### src/rtl/seg_decode_rx.sv
// seg_decode_rx
// Receives a 7-segment pattern from an asynchronous source and turns it into
// a hex digit. The lines are synchronized first. A pattern is accepted only
// after it has stayed unchanged for STABLE_CYCLES consecutive samples. Each
// stable pattern is accepted exactly once.
//
// Parameters
//   STABLE_CYCLES  consecutive identical samples required (1..255)
//   ERRW           width of err_cnt
//
// Ports
//   Clock      in   single clock, rising edge
//   Resetn     in   asynchronous active-low reset
//   seg[6:0]   in   active-low segments, bit0=a .. bit6=g, asynchronous
//   hex_ack    in   consumer acknowledge of hex_valid
//   hex[3:0]   out  digit of the last accepted valid pattern
//   hex_valid  out  new digit pending; held until acknowledged
//   blank      out  last accepted pattern was all segments off (7'h7F)
//   err        out  one-cycle pulse when an invalid pattern is accepted
//   overrun    out  sticky; a digit was accepted while one was still pending
//   err_cnt    out  saturating count of invalid accepted patterns
//
// Build option
//   SEG_DECODE_RX_ERRCNT_EN  when defined, err_cnt is a saturating counter;
//                            otherwise err_cnt is tied to zero and no counter
//                            flops exist.
module seg_decode_rx #(
    parameter int STABLE_CYCLES = 4,
    parameter int ERRW          = 8
) (
    input  logic            Clock,
    input  logic            Resetn,
    input  logic [6:0]      seg,
    input  logic            hex_ack,
    output logic [3:0]      hex,
    output logic            hex_valid,
    output logic            blank,
    output logic            err,
    output logic            overrun,
    output logic [ERRW-1:0] err_cnt
);

    typedef enum logic {SETTLE, STABLE} state_t;

    localparam logic [7:0] CNT_LAST = 8'(STABLE_CYCLES - 1);

    logic [6:0] sync1_reg;
    logic [6:0] s_reg;
    logic [6:0] s_prev_reg;
    state_t     state_reg, state_next;
    logic [7:0] cnt_reg, cnt_next;
    logic       accept;

    logic [3:0] digit;
    logic       code_valid;
    logic       code_blank;

    logic [3:0] hex_reg;
    logic       hex_valid_reg;
    logic       blank_reg;
    logic       err_reg;
    logic       overrun_reg;

    // Two-flop synchronizer. s_prev holds the previous synchronized sample
    // so that the settle logic can detect a change. It resets to the same
    // idle value as the synchronizer.
    always_ff @(posedge Clock or negedge Resetn) begin
        if (!Resetn) begin
            sync1_reg  <= 7'h7F;
            s_reg      <= 7'h7F;
            s_prev_reg <= 7'h7F;
        end else begin
            sync1_reg  <= seg;
            s_reg      <= sync1_reg;
            s_prev_reg <= s_reg;
        end
    end

    // Segment decode of the synchronized sample.
    always_comb begin
        digit      = 4'h0;
        code_valid = 1'b1;
        code_blank = 1'b0;
        case (s_reg)
            7'h40: digit = 4'h0;
            7'h79: digit = 4'h1;
            7'h24: digit = 4'h2;
            7'h30: digit = 4'h3;
            7'h19: digit = 4'h4;
            7'h12: digit = 4'h5;
            7'h02: digit = 4'h6;
            7'h78: digit = 4'h7;
            7'h00: digit = 4'h8;
            7'h18: digit = 4'h9;
            7'h08: digit = 4'hA;
            7'h03: digit = 4'hB;
            7'h46: digit = 4'hC;
            7'h21: digit = 4'hD;
            7'h06: digit = 4'hE;
            7'h0E: digit = 4'hF;
            7'h7F: begin
                code_valid = 1'b0;
                code_blank = 1'b1;
            end
            default: code_valid = 1'b0;
        endcase
    end

    // Settle FSM: state and stability counter.
    always_ff @(posedge Clock or negedge Resetn) begin
        if (!Resetn) begin
            state_reg <= SETTLE;
            cnt_reg   <= 8'd0;
        end else begin
            state_reg <= state_next;
            cnt_reg   <= cnt_next;
        end
    end

    // The counter holds its final value once the pattern is accepted. The
    // STABLE state blocks a second acceptance until s changes again.
    always_comb begin
        state_next = state_reg;
        cnt_next   = cnt_reg;
        accept     = 1'b0;
        case (state_reg)
            SETTLE: begin
                if (s_reg != s_prev_reg) begin
                    cnt_next = 8'd0;
                end else if (cnt_reg == CNT_LAST) begin
                    accept     = 1'b1;
                    state_next = STABLE;
                end else begin
                    cnt_next = cnt_reg + 8'd1;
                end
            end
            STABLE: begin
                if (s_reg != s_prev_reg) begin
                    state_next = SETTLE;
                    cnt_next   = 8'd0;
                end
            end
            default: begin
                state_next = SETTLE;
                cnt_next   = 8'd0;
            end
        endcase
    end

    // Output registers. A valid acceptance has priority over the
    // acknowledge, so a new digit arriving on the ack edge stays pending.
    always_ff @(posedge Clock or negedge Resetn) begin
        if (!Resetn) begin
            hex_reg       <= 4'h0;
            hex_valid_reg <= 1'b0;
            blank_reg     <= 1'b1;
            err_reg       <= 1'b0;
            overrun_reg   <= 1'b0;
        end else begin
            err_reg <= accept && !code_valid && !code_blank;
            if (accept && code_valid) begin
                hex_reg       <= digit;
                hex_valid_reg <= 1'b1;
                blank_reg     <= 1'b0;
                if (hex_valid_reg && !hex_ack) begin
                    overrun_reg <= 1'b1;
                end
            end else if (hex_valid_reg && hex_ack) begin
                hex_valid_reg <= 1'b0;
            end
            if (accept && code_blank) begin
                blank_reg <= 1'b1;
            end
        end
    end

    assign hex       = hex_reg;
    assign hex_valid = hex_valid_reg;
    assign blank     = blank_reg;
    assign err       = err_reg;
    assign overrun   = overrun_reg;

`ifdef SEG_DECODE_RX_ERRCNT_EN
    logic [ERRW-1:0] err_cnt_reg;

    always_ff @(posedge Clock or negedge Resetn) begin
        if (!Resetn) begin
            err_cnt_reg <= '0;
        end else if (accept && !code_valid && !code_blank && (err_cnt_reg != '1)) begin
            err_cnt_reg <= err_cnt_reg + ERRW'(1);
        end
    end

    assign err_cnt = err_cnt_reg;
`else
    assign err_cnt = '0;
`endif

endmodule

### config.mk
export PLATFORM = sky130hd
export DESIGN_NAME = seg_decode_rx
export DESIGN_NICKNAME = d
export VERILOG_FILES = /design/src/rtl/seg_decode_rx.sv
export SDC_FILE = /design/constraint.sdc
export NUM_CORES = 1
export LEC_CHECK = 0
export ABC_CLOCK_PERIOD_IN_PS = 4780
export BUFFER_PORTS_ARGS = -buffer_cell sky130_fd_sc_hd__buf_2
export CORE_ASPECT_RATIO = 0.7
export CORE_MARGIN = 2
export CORE_UTILIZATION = 31
export DETAILED_ROUTE_END_ITERATION = 16
export PLACE_DENSITY = 0.55
export SYNTH_ARGS = -nofsm -noshare
export SYNTH_HDL_FRONTEND = slang
export SYNTH_SLANG_ARGS = --single-unit
### constraint.sdc
create_clock -name Clock -period 4.78 [get_ports Clock]
set_input_delay 0.956 -clock Clock [delete_from_list [all_inputs] [get_ports Clock]]
set_output_delay 0.956 -clock Clock [all_outputs]
set_load 0.02 [all_outputs]
---- Yosys cells after proc, flatten, opt, wreduce, memory -nomap -nowiden ----
Index checks and enable logic that the tools add are counted.
storage, ports and cells
  flip-flop bits (word level) ............. 38
  bits of input ports ..................... 10
  output and inout port bits .............. 16
operators by class
  add/subtract/negate cells ............... 1
  equal/unequal tests ..................... 20
  multiplexer cells ....................... 16
  bitwise gates (word level) .............. 1
  reductions and logical operators ........ 15
operators by type and width
  cell                   number
  $pmux W4 S15           1
  $eq A7 B7 Y1 const B   5
  $mux W8                3
  $eq A7 B5 Y1 const B   3
  $eq A7 B6 Y1 const B   3
  $pmux W8 S2            1
  $reduce_or A16 Y1      1
  $eq A7 B2 Y1 const B   2
  $eq A7 B4 Y1 const B   2
  $mux W1                10
  $add A8 B1 Y8 const B  1
  $eq A8 B2 Y1 const B   1
  $eq A7 B3 Y1 const B   1
  $logic_not A7 Y1       1
  $ne A7 B7 Y1           1
  $logic_and A1 B1 Y1    6
  $reduce_and A2 Y1      2
  $reduce_bool A2 Y1     2
  $logic_not A1 Y1       3
  $ne A3 B3 Y1 const B   1
  $ne A2 B1 Y1 const B   1
  $pmux W1 S2            1
  $not A1 Y1             1

---- Depth between registers and ports, before layout ----
  depth in word-level cells ............... 7
  depth in mapped cells ................... 7

---- Worst setup path after synthesis ----
No wires, ideal clock.
  kind .................................... register to register
  start ................................... register cnt_reg[0]
  end ..................................... register hex_reg[1] (netlist: hex[1])
  library setup time ...................... 0.125 ns
  data arrival time ....................... 1.959 ns
  path slack .............................. 2.696 ns
  stages on the path, launching flop included .. 7
  period minus slack after synthesis ...... 2.084 ns
  cells stage by stage .................... dfrtp_1 ha_1 or4b_4 nor4_4 nand4b_4 a31oi_4 mux2_4
between the ends
  cells in the longest elaborated chain, start to end .. 5
ends and longest elaborated chain
  what                    line  source
  start, declared         51    logic [7:0] cnt_reg, cnt_next;
  start signal, assigned  116   cnt_reg <= cnt_next;
  $eq A8 B2 Y1            130   end else if (cnt_reg == CNT_LAST) begin
  $mux W1                 130
  $mux W1                 128   if (s_reg != s_prev_reg) begin
  $mux W1                 126   case (state_reg)
  $logic_and A1 B1 Y1     161   if (accept && code_valid) begin
  end signal, assigned    162   hex_reg <= digit;
  end, declared           58    logic [3:0] hex_reg;
No other way between the ends.
A chain may end at the register's enable or synchronous reset.

---- Final worst setup path ----
Ends and elaborated chain as after synthesis.

==> metrics.yaml <==
path_buf_inv: 0
p_comb_share_pct: 5.8
port_buffers: 17
crit_path_max_fanout: 7
final_util_pct: 36.37
drt_pass1_iterations: 4
syn-instance-count: 161
dominantRegCellSynth: "dfstp_2"
dpl-instance-area_um2: 1961
drv_slew: 0
tritoncts: "done"
power_frac_clock_pct: 43.6
post_cts_resized: 0
clockRootBuffer: "clkbuf_8"
period_minus_slack_ns: 2.279
max_slew.worst_pin.slew_ns: 0.7873
ys_seq_area_share_pct: 52.66
clk_pin_slew_ns: 0.08
swShare_pct: 21.95
p_int_w: 0.0005418
rsz0062_at_grt: "false"
avgViaCountPerCell: 4.633
overflow: 0
synthArstFlopShare_pct: 100.0
period_share_pct: 47.69
antenna_found_initial: 0
power.density_nw_per_um2: 331.6
start_util_pct: 32.28
cts_setup_buffers: 0
r2r_slack_ns: 2.50
cts_sinks: 38
hold_viol_final: 0
drt_iter0_markers: 124
rows: 23
finalHoldWorstSlack_ns: 0.3556
area_growth_pct: 12.66
vias: 1163
ys_warn_count: 0
ant_nets: 0
dp_hpwl_mm: 2.196
whs_endpoint: "s_reg[6]"
grt_usage_pct: 10.99
hold_depth: 0
grt_pass1_vias: 1111
p_seq_share_pct: 50.7
min_path_type: "reg -> reg"
yosysMostFrequentCell: "dfstp_2"
slew_headroom_pct: 47.51
coreArea_um2: 5756
finalPower_w: 0.0006942
max_freq_mhz: 438.7
p_leak_nw: 0.8826
worstSetupPathType: "reg -> reg"
ir_worst_vdd_mv: 0.1744
required_ns: 4.96
ctsHoldBuffers: 0
cts_buffer_depth: 2
wl_per_cell_um: 12.86
arrival_ns: 2.46
yosys.area.top_type: "dfstp_2"
die_area_um2: 6639
synth-edff-count: 0
largest_register_ffs: 8
grt_max_degree: 39
grt_pass1_wl_mm: 5.388
syn_area_per_cell_um2: 11.54
finish.instance_area_um2: 2093
synthDistinctLibCells: 48
critPathSlowestCell: "or4b_4"
die_w_um: 96.54
antenna_cells: 0
setup_tns_ns: 0
ys_ff_latch: 38
drcViolationCount: 0
hold_start: "sync1_reg[6]"
syn_area_um2: 1858
htreeDepth: 2
start_kind: "flop"
clkLatencyLatePin_ns: 0.29
crit_chain: "ha_1 > or4b_4 > nor4_4 > nand4b_4 > a31oi_4 > mux2_4"
drv_cap: 0
routed_wl_mm: 3.228
final_nets: 186
net-switching-power_w: 0.0001524
setup_violations: 0
status: "finished, final reports clean"
ff2ff_path_depth: 6
synth.top_cell.area_share_pct: 31.11
crit_family: "simple AND/OR/NAND/NOR gates"
timing.rr.start: "cnt_reg[0]"
finClkSkew_ns: 0.006715
boundaryPins: 26
cp-end-kind: "flop"
max_stage_delay_ns: 0.50
place_congestion: 0.7305
layout-drive-gt1-share_pct: 34.66
synth_area_leaders: "dfstp_2 31%, dfrtp_1 22%, xor2_1 4.2%, buf_4 3.2%, nor2_1 3.0%"
netlist_top_cells_count: "22 x dfstp_2, 16 x dfrtp_1, 15 x nor2_1"
cts_inserted_buffers: 5
reg2reg_to: "hex[1]"
die_h_um: 68.78
==> per-stage QoR <==
stage / setup WS (ns) / cells
after global placement: 2.577 / 243
after detailed placement: 2.506 / 243
final: 2.501 / 251
after global routing: 2.414 / 251
after floorplan: 2.696 / 168
after CTS: 2.492 / 251
==> how the worst max path moves through the flow <==
stage | end | cells after the start | startpoint
2_1_floorplan | hex[1] | 6 | cnt_reg[0]
3_3_place_gp | hex[2] | 6 | cnt_reg[0]
3_5_place_dp | hex[1] | 6 | cnt_reg[0]
4_1_cts | hex[1] | 6 | cnt_reg[0]
5_1_grt | hex[1] | 6 | cnt_reg[0]
6_report | hex[1] | 6 | cnt_reg[0]
==> logic make-up (layout without fill, tap and decap cells) <==
group / count (synthesis) / in the layout / share of synthesized area [%]
compound gates: 23 / 23 / 9.900
xor+xnor: 15 / 15 / 7.071
fa+ha+maj: 1 / 1 / 0.6733
buf+inv: 21 / 29 / 6.330
flops: 38 / 38 / 52.66
mux: 3 / 3 / 2.155
other cells: 1 / 8 / 0.2018
simple gates: 59 / 59 / 21.01
==> layer usage <==
| metal | vias to the layer above | wire (um) | track usage [%] |
|---|---|---|---|
| met4 | 0 | 31 | 4.225 |
| met1 | 546 | 1711 | 15.71 |
| met2 | 36 | 1296 | 15.10 |
| met3 | 5 | 188 | 3.913 |
| met5 | - | 0 | 0 |
| li1 | 576 | - | - |
==> worst reg2reg max path, delay by kind of cell (launching register included) <==
| kind | cells | cell delay (ns) |
|---|---|---|
| multiplexers | 1 | 0.33 |
| AND/OR/NAND/NOR | 3 | 0.87 |
| AO/OA/AOI/OAI | 1 | 0.34 |
| adder cells (fa/ha/maj) | 1 | 0.23 |
| flip-flops | 1 | 0.40 |
==> power groups by stage <==
stage	sequential (W)	clock, W	combinational [W]
floorplan	0.000347	0	0.0000416
global placement	0.000357	0	0.0000405
detailed placement	0.000357	0	0.0000405
CTS	0.000352	0.000313	0.0000406
global route	0.000354	0.000329	0.0000451
finish	0.000352	0.000302	0.0000400
==> area by class of cell <==
cell class | instances | area (um2)
sequential | 38 | 978.4
multi-input combinational | 109 | 788.3
timing repair buffer | 17 | 85.08
inverter | 4 | 15.01
clock buffer | 6 | 93.84
tap | 75 | 93.84
fill | 582 | 3662
clock inverter | 2 | 38.79
==> placed cells by master, fill, tap and decap left out, types with 2 or more instances in the layout <==
cell      instances
nand2b_1          3
o21ai_0           4
dfrtp_1          16
conb_1            8
nor3_1            3
and3_1            3
and2_1            2
o22ai_1           2
nand3_1           5
a21o_2            2
mux2_4            2
nor4bb_1          2
xor2_1            9
nand4_1           3
clkbuf_8          5
buf_2            17
nor4_4            2
dfstp_2          22
nor3b_1           4
inv_1             4
nor2_1           15
nand2_1           7
xnor2_1           6
a21oi_1           4
Power figures use the tool's default switching activity.
